**src/rtl/stream_fifo.sv**
```systemverilog
// First-word-fall-through stream FIFO with valid/ready on both sides.
// Wrap-bit pointers distinguish full from empty; flush_i clears synchronously.
module stream_fifo #(
    parameter int Depth     = 8,
    parameter int WordWidth = 64
) (
    input  logic                 clk,
    input  logic                 rstn,
    input  logic                 enq_vld_i,
    input  logic [WordWidth-1:0] enq_payload_i,
    output logic                 enq_rdy_o,
    output logic                 deq_vld_o,
    output logic [WordWidth-1:0] deq_payload_o,
    input  logic                 deq_rdy_i,
    input  logic                 flush_i
);

    localparam int AddrW = $clog2(Depth);
    localparam int PtrW  = AddrW + 1;

    logic [WordWidth-1:0] mem_q [Depth];
    logic [PtrW-1:0]      wr_ptr_q, wr_ptr_d;
    logic [PtrW-1:0]      rd_ptr_q, rd_ptr_d;
    logic [AddrW-1:0]     wr_idx_s, rd_idx_s;
    logic                 full_s, empty_s;
    logic                 enq_fire_s, deq_fire_s;
    logic                 mem_we_s;

    assign wr_idx_s = wr_ptr_q[AddrW-1:0];
    assign rd_idx_s = rd_ptr_q[AddrW-1:0];

    // Full/empty come only from registered pointers, so enq_rdy_o never sees deq_rdy_i.
    assign empty_s = (wr_ptr_q == rd_ptr_q);
    assign full_s  = (wr_idx_s == rd_idx_s) && (wr_ptr_q[AddrW] != rd_ptr_q[AddrW]);

    assign enq_rdy_o     = ~full_s;
    assign deq_vld_o     = ~empty_s;
    assign deq_payload_o = mem_q[rd_idx_s];

    assign enq_fire_s = enq_vld_i & ~full_s;
    assign deq_fire_s = deq_rdy_i & ~empty_s;

    // Next-state pointers; flush overrides any handshake in the same cycle.
    always_comb begin
        wr_ptr_d = wr_ptr_q;
        rd_ptr_d = rd_ptr_q;
        mem_we_s = 1'b0;
        if (flush_i) begin
            wr_ptr_d = {PtrW{1'b0}};
            rd_ptr_d = {PtrW{1'b0}};
        end else begin
            if (enq_fire_s) begin
                wr_ptr_d = wr_ptr_q + PtrW'(1);
                mem_we_s = 1'b1;
            end else begin
                wr_ptr_d = wr_ptr_q;
            end
            if (deq_fire_s) begin
                rd_ptr_d = rd_ptr_q + PtrW'(1);
            end else begin
                rd_ptr_d = rd_ptr_q;
            end
        end
    end

    // Pointer registers.
    always_ff @(posedge clk or negedge rstn) begin
        if (!rstn) begin
            wr_ptr_q <= {PtrW{1'b0}};
            rd_ptr_q <= {PtrW{1'b0}};
        end else begin
            wr_ptr_q <= wr_ptr_d;
            rd_ptr_q <= rd_ptr_d;
        end
    end

    // Storage array; contents deliberately left unreset.
    always_ff @(posedge clk) begin
        if (mem_we_s) begin
            mem_q[wr_idx_s] <= enq_payload_i;
        end
    end

endmodule

```
**config.mk**
```make
export PLATFORM = sky130hd
export DESIGN_NAME = stream_fifo
export DESIGN_NICKNAME = d
export VERILOG_FILES = /design/src/rtl/stream_fifo.sv
export SDC_FILE = /design/constraint.sdc
export NUM_CORES = 1
export LEC_CHECK = 0
export BUFFER_PORTS_ARGS = -buffer_cell sky130_fd_sc_hd__clkbuf_2
export CAP_MARGIN = 20
export CORE_MARGIN = 2
export CORE_UTILIZATION = 55
export DETAILED_ROUTE_END_ITERATION = 12
export PLACE_DENSITY = 0.79
export SYNTH_ARGS = -nofsm -noshare
export SYNTH_HDL_FRONTEND = slang
export SYNTH_SLANG_ARGS = --single-unit
```
**constraint.sdc**
```tcl
create_clock -name clk -period 9 [get_ports clk]
set_clock_uncertainty 0.05 [all_clocks]
set_input_delay 0.9 -clock clk [delete_from_list [all_inputs] [get_ports clk]]
set_output_delay 0.9 -clock clk [all_outputs]
set_load 0.02 [all_outputs]
```
# Word level (Yosys, flattened, before mapping)
# Memories as Yosys holds them, arrays and structs flattened.
# Cells that the tools add are included.
[totals]
reg_bits = 8
ramBits = 512
out_inout_bits = 66
wordCells = 23
memories = 1
[classes]
addsub = 2
n_eq_ne = 3
mux = 8
bitwise_logic = 4
n_reduce_logical = 3
[memory_table]
columns = ["name", "depth", "word_bits", "read_ports", "rd_ports_with_merged_regs", "write_ports", "line_no", "source"]
rows = [
  ["mem_q", 8, 64, 1, 0, 1, "21", "logic [WordWidth-1:0] mem_q [Depth];"],
]
[op_table]
columns = ["operator", "n"]
rows = [
  ["$mux W4", 4],
  ["$add A4 B1 Y4 const B", 2],
  ["$eq A4 B4 Y1", 1],
  ["$mux W1", 4],
  ["$reduce_bool A2 Y1", 2],
  ["$eq A3 B3 Y1", 1],
  ["$and A1 B1 Y1", 2],
  ["$not A1 Y1", 2],
  ["$logic_and A1 B1 Y1", 1],
  ["$ne A1 B1 Y1", 1],
]

# Depth between registers and ports, before layout
[depth]
ltp_word = 8
depth_mapped = 6

# Worst setup path before layout
# OpenSTA, ideal clock, no wires.
[synth_timing]
kind = "in2reg"
from = "in enq_vld_i"
to = "mem mem_q[0][0], enable pin"
setup_time_ns = 0.643
t_arrival_ns = 7.417
path_slack_ns = 0.889
stages = 2
n_path_buf = 0
cell_sequence = "or3b_2 > nor4_1"
[synth_between]
elab_chain_cells = 5
[synth_rtl]
columns = ["element", "line_no", "source"]
rows = [
  ["from (decl)", "9", "input logic enq_vld_i,"],
  ["$and A1 B1 Y1", "40", "assign enq_fire_s = enq_vld_i & ~full_s;"],
  ["$mux W1", "52", "if (enq_fire_s) begin"],
  ["$mux W1", "48", "if (flush_i) begin"],
  ["$mux W1", "79", "if (mem_we_s) begin"],
  ["$mux W1 (implied by the code)", "80", "mem_q[wr_idx_s] <= enq_payload_i;"],
  ["to (decl)", "21", ""],
]
# No other way between the ends.

# Worst setup path after layout
[layout_timing]
from = "reg rd_ptr_q[0]"
to = "out deq_payload_o[56]"
[layout_between]
elab_chain_cells = 1
[layout_rtl]
columns = ["element", "line_no", "source"]
rows = [
  ["from (decl)", "23", "logic [PtrW-1:0] rd_ptr_q, rd_ptr_d;"],
  ["from (signal assigned)", "70", "rd_ptr_q <= {PtrW{1'b0}};"],
  ["from (signal assigned)", "73", "rd_ptr_q <= rd_ptr_d;"],
  ["$mem_v2 Z8 W64", "-", ""],
  ["to (decl)", "13", "output logic [WordWidth-1:0] deq_payload_o,"],
]
# No other way between the ends.

==> flow_summary.yaml <==
clocking:
  cts_root_buf: "clkbuf_16"
  htreeDepth: 2
  clk_pin_slew_ns: 0.06
  cts.repair.resized: 0
  cts_max_path_buffers: 3
  clock_latency_ns: 0.54
  cts_tree: "done"
  cts.sinks: 520
  postCtsHoldBufs: 0
  cts_setup_buffers: 0
  cts_buffers: 48
grt:
  use_met3_pct: 3.96
  use_met1_pct: 28.6
  antenna_found_initial: 3
  grt_pass1_vias: 9201
  grt_max_degree: 76
  grt_usage_pct: 20.1
  grt_pass1_wl_um: 56700
  use_met2_pct: 32.5
  grt-busiest-layer: "met2"
  overflow: 0
power:
  p_clk_share_pct: 37.4
  p_leak_nw: 7.25
  switchingPower_w: 0.00116
  powerDensity_mw_per_mm2: 232
  peakVddDrop_uv: 142
  internal_power_w: 0.00412
  combPwrFrac_pct: 10.6
  p_seq_share_pct: 52.0
  p_sw_share_pct: 22.0
worst_setup_path:
  worstRegToRegCells: 6
  cp.required_ns: 8.05
  critPathKind: "flop to primary output"
  worstReg2RegEnd: "mem_q[2][33]"
  startpoint: "rd_ptr_q[0]"
  timing.rr.start: "rd_ptr_q[1]"
  start_kind: "flop"
  r2r_slack_ns: 5.29
  cp_max_fo: 48
  endpoint_kind: "primary output"
  cp_data_arrival_time_ns: 3.58
drt:
  vias: 8858
  via_per_inst: 6.02
  drt_iter0_drc: 597
  drcViolationCount: 0
  final_antenna_net_count: 0
  wire_per_inst_um: 25.2
  routed_wl_um: 37000
  dr.pass1.iters: 7
timing:
  max_slew_margin_pct: 25.1
  worst-slew-pin-transition_ns: 1.12
  finalHoldViolations: 0
  setup_viol_count_final: 0
  fin_crit_ns: 4.53
  rsz0062_at_grt: "no"
  fin_crit_sh_pct: 50.4
  slew_violations: 0
  max_freq_ghz: 0.221
  fin_tns_setup_ns: 0
final_layout:
  num-nets-final: 1048
  fill_cells: 2298
  drive_gt1_share_pct: 40.5
  syn2layout_area_growth_pct: 13.6
  fin_util_pct: 63.7
  layout_common_cells: "edfxtp_1, clkbuf_2, mux4_2, mux2_2, clkbuf_16"
  layout_commonest_cell: "edfxtp_1"
synthesis:
  synth.net_count: 893
  synth-edff-count: 512
  async_reset_ff_share_pct: 1.54
  synth_cell_types: 33
  synth_area_mm2: 0.0200
  yosysTopAreaCell: "edfxtp_1"
  ys.flop_type: "edfxtp_1"
  synthCells: 822
  ys_seq_area_share_pct: 77.9
  synth_seq_cells: 520
  syn_avg_cell_area_um2: 24.3
  ys_top_cells_by_area: "edfxtp_1, mux4_2, mux2_2"
  synth_top_area_share_pct: 76.9
  ys_warn_count: 0
floorplan:
  die_w_um: 195
  dieArea_mm2: 0.0379
  pin_count: 135
  coreArea_mm2: 0.0357
  die_y_um: 195
  rows: 69
  initial_utilization_pct: 56.1
placed_design:
  dpl.hpwl_um: 19300
  routabilityCongestion: 0.737
  numPortBuffers: 134
flow_run:
  maxCapViolCount: 0
hold_path:
  hold_class: "input port to asynchronous set/reset pin"
status:
  status: "completed"
==> how the worst max path moves through the flow <==
stage                             end  depth (start not counted)
floorplan                 mem_q[0][0]                          2
global route        deq_payload_o[56]                          4
finish              deq_payload_o[56]                          4
detailed placement  deq_payload_o[53]                          4
CTS                 deq_payload_o[56]                          4
global placement    deq_payload_o[53]                          4
==> area by class of cell <==
class / count / area [µm²] / area share, %
Sequential cell: 520 / 15600 / 68.6
Multi-Input combinational cell: 257 / 4210 / 18.6
Clock buffer: 55 / 1250 / 5.50
Timing Repair Buffer: 149 / 781 / 3.44
Tap cell: 461 / 577 / 2.54
Clock inverter: 28 / 297 / 1.31
Inverter: 1 / 3.75 / 0.0165
Antenna cell: 1 / 2.50 / 0.0110
==> kinds of logic after synthesis <==
kind of cell	count (synthesis)	synth area share (%)
DFF	520	77.9
muxes	200	18.8
buffers and inverters	45	1.32
and+or+nand+nor	40	1.14
xor gates and xnor gates	8	0.350
AOI/OAI and AO/OA	7	0.319
adders and majority gates	2	0.125
==> stage by stage <==
step | cell area [µm²] | hold slack, ns | setup WS, ns | std cells | total power [W]
final | 22700 | 0.156 | 4.47 | 1472 | 0.00528
after global routing | 22700 | 0.141 | 4.16 | 1472 | 0.00546
after CTS | 22700 | 0.134 | 4.34 | 1470 | 0.00533
after detailed placement | 21200 | 0.656 | 4.96 | 1387 | 0.00336
after global placement | 21200 | 0.628 | 4.99 | 1387 | 0.00335
after floorplan | 20000 | 0.554 | 0.889 | 822 | 0.00321
==> critical path: stages (launching register included) <==
cell      delay [ns]
dfrtp_4         1.01
buf_4           0.84
mux4_1          0.66
mux2_2          0.28
clkbuf_2        0.17
==> routing by layer <==
| metal | vias up | wire [µm] |
|---|---|---|
| met4 | 4 | 671 |
| met3 | 49 | 2290 |
| met1 | 4707 | 15800 |
| li1 | 3837 | - |
| met2 | 261 | 18300 |
| met5 | - | 25 |
==> cell usage after synthesis (5+ instances only) <==
master / number
buf_2: 12
buf_6: 9
clkbuf_1: 17
dfrtp_1: 8
edfxtp_1: 512
mux2_2: 68
mux4_1: 20
mux4_2: 108
nor2_1: 8
nor2b_1: 6
nor4_1: 5
==> power groups by stage <==
| stage | Sequential (W) | Clock [W] | Combinational [W] |
|---|---|---|---|
| after floorplan | 0.00276 | 0 | 0.000454 |
| after global placement | 0.00279 | 0 | 0.000557 |
| after detailed placement | 0.00280 | 0 | 0.000565 |
| after CTS | 0.00275 | 0.00201 | 0.000569 |
| after global routing | 0.00275 | 0.00211 | 0.000601 |
| final | 0.00274 | 0.00198 | 0.000558 |
==> state kept, by name, indices dropped and copies added (netlist names) <==
register / cells
mem_q: 512
rd_ptr_q: 4
wr_ptr_q: 4
Note: power is estimated with default switching activity, not from simulation.
